## src/rtl/xor3_chk_pkg.sv

```systemverilog
`default_nettype none
// ============================================================================
// Module      : xor3_chk_pkg
// Description : Shared types and constants for the XOR3 response checker.
//               Holds the run-state encoding, the saturation / "no error"
//               sentinels and the default MISR polynomial and seed.
// Revision    : 1.0 - initial release
// ============================================================================
package xor3_chk_pkg;

    // Run-state encoding (explicit 2-bit width)
    typedef enum logic [1:0] {
        ST_IDLE = 2'd0,
        ST_RUN  = 2'd1,
        ST_DONE = 2'd2
    } chk_state_t;

    // Width of the sample counters, error counter and first-error index
    localparam int          CNT_W      = 16;

    // Error counter saturates here instead of wrapping
    localparam logic [15:0] ERR_SAT    = 16'hFFFF;

    // FIRST_ERR value meaning "no failing sample seen yet"
    localparam logic [15:0] FIRST_NONE = 16'hFFFF;

    // Default MISR feedback polynomial and reload value
    localparam logic [15:0] DEF_POLY   = 16'h1021;
    localparam logic [15:0] DEF_SEED   = 16'hFFFF;

endpackage : xor3_chk_pkg
`default_nettype wire

```

## src/rtl/misr_reg.sv

```systemverilog
`default_nettype none
// ============================================================================
// Module      : misr_reg
// Description : Multiple-input signature register. Each enabled cycle the
//               register shifts left by one, folds the feedback polynomial
//               in when the outgoing MSB is set, and XORs in the parallel
//               data word.
// Ports       : CLK  - clock, rising edge
//               RST  - synchronous active-high reset (loads SEED)
//               load - reload SEED (takes priority over en)
//               en   - compact din into the signature this cycle
//               din  - parallel data word, SIG_W bits
//               sig  - current signature
// Revision    : 1.0 - initial release
// ============================================================================
module misr_reg
    import xor3_chk_pkg::*;
#(
    parameter int               SIG_W = 16,
    parameter logic [SIG_W-1:0] POLY  = DEF_POLY,
    parameter logic [SIG_W-1:0] SEED  = DEF_SEED
) (
    input  logic             CLK,
    input  logic             RST,
    input  logic             load,
    input  logic             en,
    input  logic [SIG_W-1:0] din,
    output logic [SIG_W-1:0] sig
);

    logic [SIG_W-1:0] r_sig;
    logic [SIG_W-1:0] w_fb;
    logic [SIG_W-1:0] w_next;

    // Feedback applies when the bit shifted out of the top is a one
    assign w_fb   = r_sig[SIG_W-1] ? POLY : '0;
    assign w_next = {r_sig[SIG_W-2:0], 1'b0} ^ w_fb ^ din;

    always_ff @(posedge CLK) begin
        if (RST) begin
            r_sig <= SEED;
        end else if (load) begin
            r_sig <= SEED;
        end else if (en) begin
            r_sig <= w_next;
        end
    end

    assign sig = r_sig;

endmodule : misr_reg
`default_nettype wire

```

## config.mk

```make
export PLATFORM = sky130hd
export DESIGN_NAME = misr_reg
export DESIGN_NICKNAME = d
export VERILOG_FILES = /design/src/rtl/xor3_chk_pkg.sv /design/src/rtl/misr_reg.sv
export SDC_FILE = /design/constraint.sdc
export NUM_CORES = 1
export LEC_CHECK = 0
export ABC_AREA = 0
export ABC_CLOCK_PERIOD_IN_PS = 1000
export BUFFER_PORTS_ARGS = -buffer_cell sky130_fd_sc_hd__clkbuf_2
export CORE_MARGIN = 10
export CORE_UTILIZATION = 39
export DETAILED_ROUTE_END_ITERATION = 8
export PLACE_DENSITY = 0.72
export SETUP_SLACK_MARGIN = 0.1
export SLEW_MARGIN = 20
export SYNTH_ARGS = -nofsm -noshare
export SYNTH_HDL_FRONTEND = slang
export SYNTH_SLANG_ARGS = --single-unit
```

## constraint.sdc

```tcl
create_clock -name CLK -period 1 [get_ports CLK]
set_input_delay 0.1 -clock CLK [delete_from_list [all_inputs] [get_ports CLK]]
set_output_delay 0.1 -clock CLK [all_outputs]
set_load 0.05 [all_outputs]
```

# Yosys cells after proc, flatten, opt, wreduce, memory -nomap -nowiden
# Index checks and enable logic that the tools add are counted.
[totals]
reg_bits = 16
latchBits = 0
ramBits = 0
mem_bits_ro = 0
inputBits = 20
output_inout_bits = 16
word_cells = 5
memories = 0
[classes]
add_sub_neg = 0
multipliers = 0
n_div = 0
order_cmp = 0
eq_ne = 0
shift = 0
n_mux = 1
bitwise_logic = 2
n_reduce_logical = 1
[ops]
columns = ["operator", "n"]
rows = [
  ["$xor 16x13->16", 1],
  ["$xor 16x16->16", 1],
  ["$mux 13", 1],
  ["$reduce_or 2->1", 1],
]

# Logic depth before layout (Yosys ltp)
# Gate-level depths: netlist of the first run.
[logic_depth]
depth_word = 3
ltp_mapped = 3
depth_no_buf = 2

# Worst setup path before layout of the first run
# No wires, ideal clock.
[synth_timing]
kind = "reg2reg"
from = "register r_sig[15] (netlist: sig[15])"
to = "register r_sig[5] (netlist: sig[5])"
setup_ps = 73
arrival_ps = 1317
required_time_ps = 927
setup_slack_ps = -390
path_stages_with_launch = 3
n_path_buf = 0
synth_period_minus_slack_ps = 1390
cell_sequence = "dfxtp_1 xnor3_1 o211ai_2"
[synth_between]
elab_chain_cells = 3
[synth_rtl]
columns = ["item", "line", "rtl"]
rows = [
  ["start, declared", "misr_reg.sv:31", "logic [SIG_W-1:0] r_sig;"],
  ["start signal, assigned", "misr_reg.sv:45", "r_sig <= w_next;"],
  ["$mux 13", "misr_reg.sv:36", "assign w_fb = r_sig[SIG_W-1] ? POLY : '0;"],
  ["$xor 16x13->16", "misr_reg.sv:37", "assign w_next = {r_sig[SIG_W-2:0], 1'b0} ^ w_fb ^ din;"],
  ["$xor 16x16->16", "misr_reg.sv:37", ""],
]
# No other way between the ends.
# A chain may end at the register's enable or synchronous reset.

# Worst setup path in the final report of the first run
[layout_timing]
from = "register r_sig[4] (netlist: sig[4])"
to = "register r_sig[5] (netlist: sig[5])"
[layout_between]
elab_chain_cells = 2
[layout_rtl]
columns = ["item", "line"]
rows = [
  ["$xor 16x13->16", "misr_reg.sv:37"],
  ["$xor 16x16->16", "misr_reg.sv:37"],
]
# No other way between the ends.

==> results of run 1 <==
[synth_stat cells]
master | number | area, sq um
dfxtp_1 | 16 | 320
nand2b_1 | 15 | 93.8
o211ai_1 | 15 | 113
xnor2_1 | 14 | 123
buf_2 | 2 | 10.0
xnor3_1 | 2 | 45.0
clkbuf_1 | 1 | 3.75
inv_1 | 1 | 3.75
nor2_1 | 1 | 3.75
o211ai_2 | 1 | 12.5
or2b_1 | 1 | 7.51
[power breakdown]
group          total, uW  internal [uW]  switching, uW  leakage [uW]
clock network        378            156            222     0.0000150
logic                534            294            239      0.000569
registers            694            660           33.9      0.000128
total               1610           1110            496      0.000712
[per-layer routing]
layer,wire [microns],part of all wire [%],GRT usage (%)
met3,122,4.6,4.06
met4,80,3.0,7.38
met1,965,36,12.3
met5,0,0,0
met2,1480,56,23.0
[worst reg2reg max path, cell delays in order (launching register included)]
cell      delay, ps
dfxtp_4         370
xnor3_1         360
o211ai_2        150
[logic make-up after synthesis]
kind of cell | synth area share [%]
buffers and inverters | 2.38
flip-flops | 43.5
AO/OA/AOI/OAI | 17.0
AND/OR/NAND/NOR | 14.3
XOR/XNOR | 22.8
[worst paths after layout]
| path | from | end | cells past startpoint | slack (ps) |
|---|---|---|---|---|
| hold reg to reg | sig[11] | sig[11] | 2 | 550 |
| setup reg to reg | sig[4] | sig[5] | 2 | 50 |
| hold / removal | din[11] | sig[11] | 3 | 100 |
| setup / recovery | sig[4] | sig[5] | 2 | 50 |
[through the flow]
step | instance area [sq um] | worst slack [ps] | total power, uW | hold slack [ps] | cells
6_report | 1510 | 45.6 | 1610 | 102 | 148
5_1_grt | 1510 | 21.7 | 1680 | 112 | 148
4_1_cts | 1440 | 43.9 | 1560 | 102 | 147
3_5_place_dp | 978 | 78.8 | 1050 | 419 | 129
3_3_place_gp | 978 | 114 | 1040 | 411 | 129
2_1_floorplan | 763 | 11.1 | 945 | 279 | 69
[final cells by class]
| type | instances | area [sq um] |
|---|---|---|
| Multi-Input combinational cell | 49 | 447 |
| Timing Repair Buffer | 53 | 646 |
| Sequential cell | 16 | 360 |
| Fill cell | 94 | 250 |
| Clock buffer | 4 | 26.3 |
| Tap cell | 25 | 31.3 |
| Inverter | 1 | 3.75 |
[repair_timing]
item	CTS	global route
gates resized for setup	53	10
hold buffers	0	0
setup endpoints to repair	17	24
pin swaps	0	6
buffers inserted	14	1
==> qor.csv, run 1 <==
stage,metric,value,unit
power,PD cells,1060,nW/um^2
synth,synthesized area,736,sq um
sta,setup TNS,0,ps
sta,RSZ-0062 raised after global routing,yes,
sta,endpoints failing setup,0,
worst_setup_path,critical path class,flop to flop,
cells_and_area,Inserted Diodes,0,
sta,Clock Skews,7.74,ps
sta,Worst slew margin,81.4,%
worst_setup_path,crit-path max FO,3,
global_routing,first-pass GRT wire length,3.95,mm
placement,Routability Congestion,0.654,
drt,wire length per cell,17.9,microns
power,maximum vdd drop,0.900,mV
synth,syn_nets,89,
clock_network,Clock Tree Buf Depth,2,
worst_setup_path,Worst Setup End Kind,flop,
sta,Tcrit/Tclk final,95.4,%
synth,Yosys warning count,0,
die,top-level port count,36,
cells_and_area,most frequent cells in the layout,"19 x clkbuf_2, 16 x clkbuf_16, 15 x nand2b_1, 15 x o211ai_1, 14 x buf_4",
outcome,outcome,completed,
sta,Tmin final,954,ps
worst_setup_path,Top delay family on crit path,flip-flops,
synth,Cells after Synth,69,
clock_network,root buffer cell,clkbuf_4,
cells_and_area,Nets,144,
power,LEAKAGE,0.000712,uW
worst_setup_path,critical path's largest stage delay,370,ps
worst_setup_path,crit path max-delay cell type,dfxtp_4,
clock_network,clock-pin slew on the worst setup and hold paths,100,ps
die,Cell Rows,15,
global_routing,antenna violations before repair,0,
clock_network,clk sinks,16,
drt,drt drc,0,
worst_setup_path,arrival time worst endpoint,1180,ps
die,die area,4020,sq um
synth,sequential fraction of the synthesis area,43.5,%
cells_and_area,Util after Layout,85.8,%
die,Chip Height,63.4,microns
worst_setup_path,required time of the worst setup path,1230,ps
global_routing,largest net degree at the start of global routing,18,
clock_network,CTS tree,done,
cells_and_area,max reg flops,16,
clock_network,H-tree depth,1,
sta,"Slew Viols, Final",0,
drt,drt via density,4.91,
sta,max frequency,1050,MHz
global_routing,vias in the first global route,756,
clock_network,worst skew pair latency,300,ps
hold_path,Hold Crit Class,primary input to flop,
global_routing,Global Route Usage Sum,12.7,%
cells_and_area,layout cells sized above 1,63.4,%
cells_and_area,area delta synth->final,106,%
drt,WL final,2.65,mm
drt,DR iter-0 viols,8,
synth,Synth Area per Inst,10.7,sq um
worst_setup_path,Worst Path Buf+Inv,0,
worst_setup_path,startpoint types,flop,
global_routing,grt total ovfl,0,
drt,drt pass-1 iters,6,
cells_and_area,"commonest non-fill, non-tap cell in the layout",clkbuf_2,
drt,via count,727,
die,Starting Density,41.7,%
sta,Worst Max-Slew Pin Slew,279,ps
drt,Final ANT Viol Nets,0,
placement,Port-buffer cells,35,
die,Die Wd,63.4,microns
placement,post-detail-place hpwl,1.46,mm
synth,Seq cells post-synth,16,
clock_network,CTS Buf Count,3,
die,core area,1760,sq um
sta,Final Hold Viols,0,
job,max cap viols,0,
synth,Synth cell types,11,
worst_setup_path,critical-path cell list,"xnor3_1, o211ai_2",
Power figures use the tool's default switching activity.
==> run 2: changes to the inputs <==
--- a/config.mk
+++ b/config.mk
@@ -7,11 +7,11 @@
 export LEC_CHECK = 0
 export ABC_AREA = 0
 export ABC_CLOCK_PERIOD_IN_PS = 1000
-export BUFFER_PORTS_ARGS = -buffer_cell sky130_fd_sc_hd__clkbuf_2
 export CORE_MARGIN = 10
-export CORE_UTILIZATION = 39
+export CORE_UTILIZATION = 50
 export DETAILED_ROUTE_END_ITERATION = 8
-export PLACE_DENSITY = 0.72
+export DONT_BUFFER_PORTS = 1
+export PLACE_DENSITY = 0.68
 export SETUP_SLACK_MARGIN = 0.1
 export SLEW_MARGIN = 20
 export SYNTH_ARGS = -nofsm -noshare
==> run 2 against run 1 <==
  * The run now ends with setup timing left
  * Clock power about the same
  * Critical path depth unchanged
  * Cell count down 20%
  * Via count down 3.6%
  * Setup slack worse by 51 ps
  * Maximum frequency down 5.0%
  * Flip-flop and latch count unchanged
  * First-iteration DRC count up 63%
  * Sequential power up 0.7%
==> qor.csv, run 2 (synthesis gave the netlist of run 1 again) <==
stage,metric,value,unit
sta,Worst Max-Slew Pin Slew,215,ps
drt,via count,701,
clock_network,worst skew pair latency,290,ps
sta,Final Hold Viols,0,
clock_network,clock-pin slew on the worst setup and hold paths,100,ps
worst_setup_path,Worst Setup End Kind,flop,
job,max cap viols,0,
power,Clk pwr share,24.8,%
clock_network,Clock Tree Buf Depth,2,
drt,WL final,2.94,mm
clock_network,CTS tree,done,
global_routing,largest net degree at the start of global routing,18,
clock_network,root buffer cell,clkbuf_4,
sta,setup TNS,-5.01,ps
die,Chip Height,58.4,microns
placement,placed cells,100,
sta,Clock Skews,4.74,ps
cells_and_area,Util after Layout,91.8,%
cells_and_area,Inserted Diodes,0,
sta,Tcrit/Tclk final,101,%
die,Cell Rows,13,
placement,placed inst area,911,sq um
power,Combinational Power Share,29.3,%
cells_and_area,layout cells sized above 1,58.3,%
clock_network,CTS Hold Buffers Added,0,
sta,Worst slew margin,85.6,%
outcome,violated checks,setup timing,
worst_setup_path,crit-path max FO,2,
die,die area,3410,sq um
power,Sequential Power Share,46.0,%
die,top-level port count,36,
power,"Power, Total",1520,uW
placement,Port-buffer cells,0,
global_routing,gr busiest metal,met2,
global_routing,Global Route Usage Sum,12.6,%
cells_and_area,Nets,124,
sta,"Slew Viols, Final",0,
drt,drt via density,5.94,
global_routing,grt met3 use,5.15,%
drt,wire length per cell,24.9,microns
worst_setup_path,critical-path cell list,"xnor3_1, o211ai_2",
power,PD cells,1230,nW/um^2
worst_setup_path,critical path's largest stage delay,380,ps
cells_and_area,Non-Filler Instances,118,
worst_setup_path,startpoint types,flop,
power,switching part of the total,31.7,%
global_routing,grt met2 use,21.7,%
placement,Routability Congestion,0.630,
die,Starting Density,54.5,%
clock_network,H-tree depth,1,
drt,Final ANT Viol Nets,0,
drt,DR iter-0 viols,13,
hold_path,Hold Crit Class,primary input to flop,
power,NetSw,482,uW
clock_network,clk sinks,16,
global_routing,first-pass GRT wire length,3.37,mm
worst_setup_path,required time of the worst setup path,1210,ps
worst_setup_path,critical path class,flop to flop,
sta,endpoints failing setup,1,
power,maximum vdd drop,1.03,mV
global_routing,grt met1 use,13.0,%
drt,drt drc,0,
cells_and_area,Fillers,46,
global_routing,antenna violations before repair,0,
die,core area,1350,sq um
worst_setup_path,crit path max-delay cell type,xnor3_1,
cells_and_area,area delta synth->final,68.5,%
power,P_int,1040,uW
sta,max frequency,995,MHz
worst_setup_path,Worst Path Buf+Inv,0,
sta,RSZ-0062 raised after global routing,yes,
worst_setup_path,Top delay family on crit path,XOR/XNOR gates,
worst_setup_path,arrival time worst endpoint,1220,ps
cells_and_area,final instance area,1240,sq um
drt,drt pass-1 iters,4,
global_routing,vias in the first global route,679,
cells_and_area,most frequent cells in the layout,"16 x buf_8, 15 x nand2b_1, 15 x o211ai_1, 13 x buf_4, 9 x dfxtp_2",
sta,Tmin final,1010,ps
cells_and_area,"commonest non-fill, non-tap cell in the layout",buf_8,
global_routing,grt total ovfl,0,
power,LEAKAGE,0.000542,uW
die,Die Wd,58.4,microns
outcome,outcome,finished with violations,
sta,final worst slack,-5.01,ps
cells_and_area,max reg flops,16,
clock_network,CTS Buf Count,3,
run 2: cell count changes in the layout (fill, tap and decap cells not counted):
cell / delta
clkbuf_2: -19
clkbuf_16: -16
buf_4: -1
xnor2_2: +3
dfxtp_2: +1
xnor2_1: -2
xnor2_4: -1
buf_8: +16
dfxtp_4: -1
run 2: routing by layer:
metal,wire (microns),vias to the layer above
li1,-,308
met1,963,338
met2,1650,43
met3,237,12
met4,94,0
met5,0,-
run 2: stage by stage:
step / worst slack (ps) / hold WS (ps)
after floorplan: 11.1 / 279
after global placement: 111 / 305
after detailed placement: 75.2 / 309
after CTS: 62.3 / 5.13
after global routing: -6.07 / 14.4
final: -5.01 / 6.11
run 2: cell type report:
cell class	instances	area, sq um	area share [%]
repair buffers	33	383	30.9
inverters	1	3.75	0.303
multi-input cells	49	450	36.3
clock buffers	4	26.3	2.12
flip-flops and latches	16	358	28.9
well taps	15	18.8	1.51
run 2: path summary, 6_finish.rpt:
check,from,endpoint,slack (ps),depth (start not counted)
max,sig[4],sig[5],-5,2
min,din[13],sig[13],6,2
max reg2reg,sig[4],sig[5],-5,2
min reg2reg,sig[11],sig[11],550,2
run 2: timing repair:
item | CTS | global route
pin swaps | 2 | 11
endpoints found under the setup margin | 17 | 25
setup buffers | 12 | 2
resized for setup | 35 | 12
run 2: power by group through the flow:
stage	Clock [uW]	Combinational, uW	Sequential, uW
5_1_grt	397	463	702
3_3_place_gp	0	305	711
6_report	377	445	699
4_1_cts	361	390	695
2_1_floorplan	0	130	815
3_5_place_dp	0	307	713
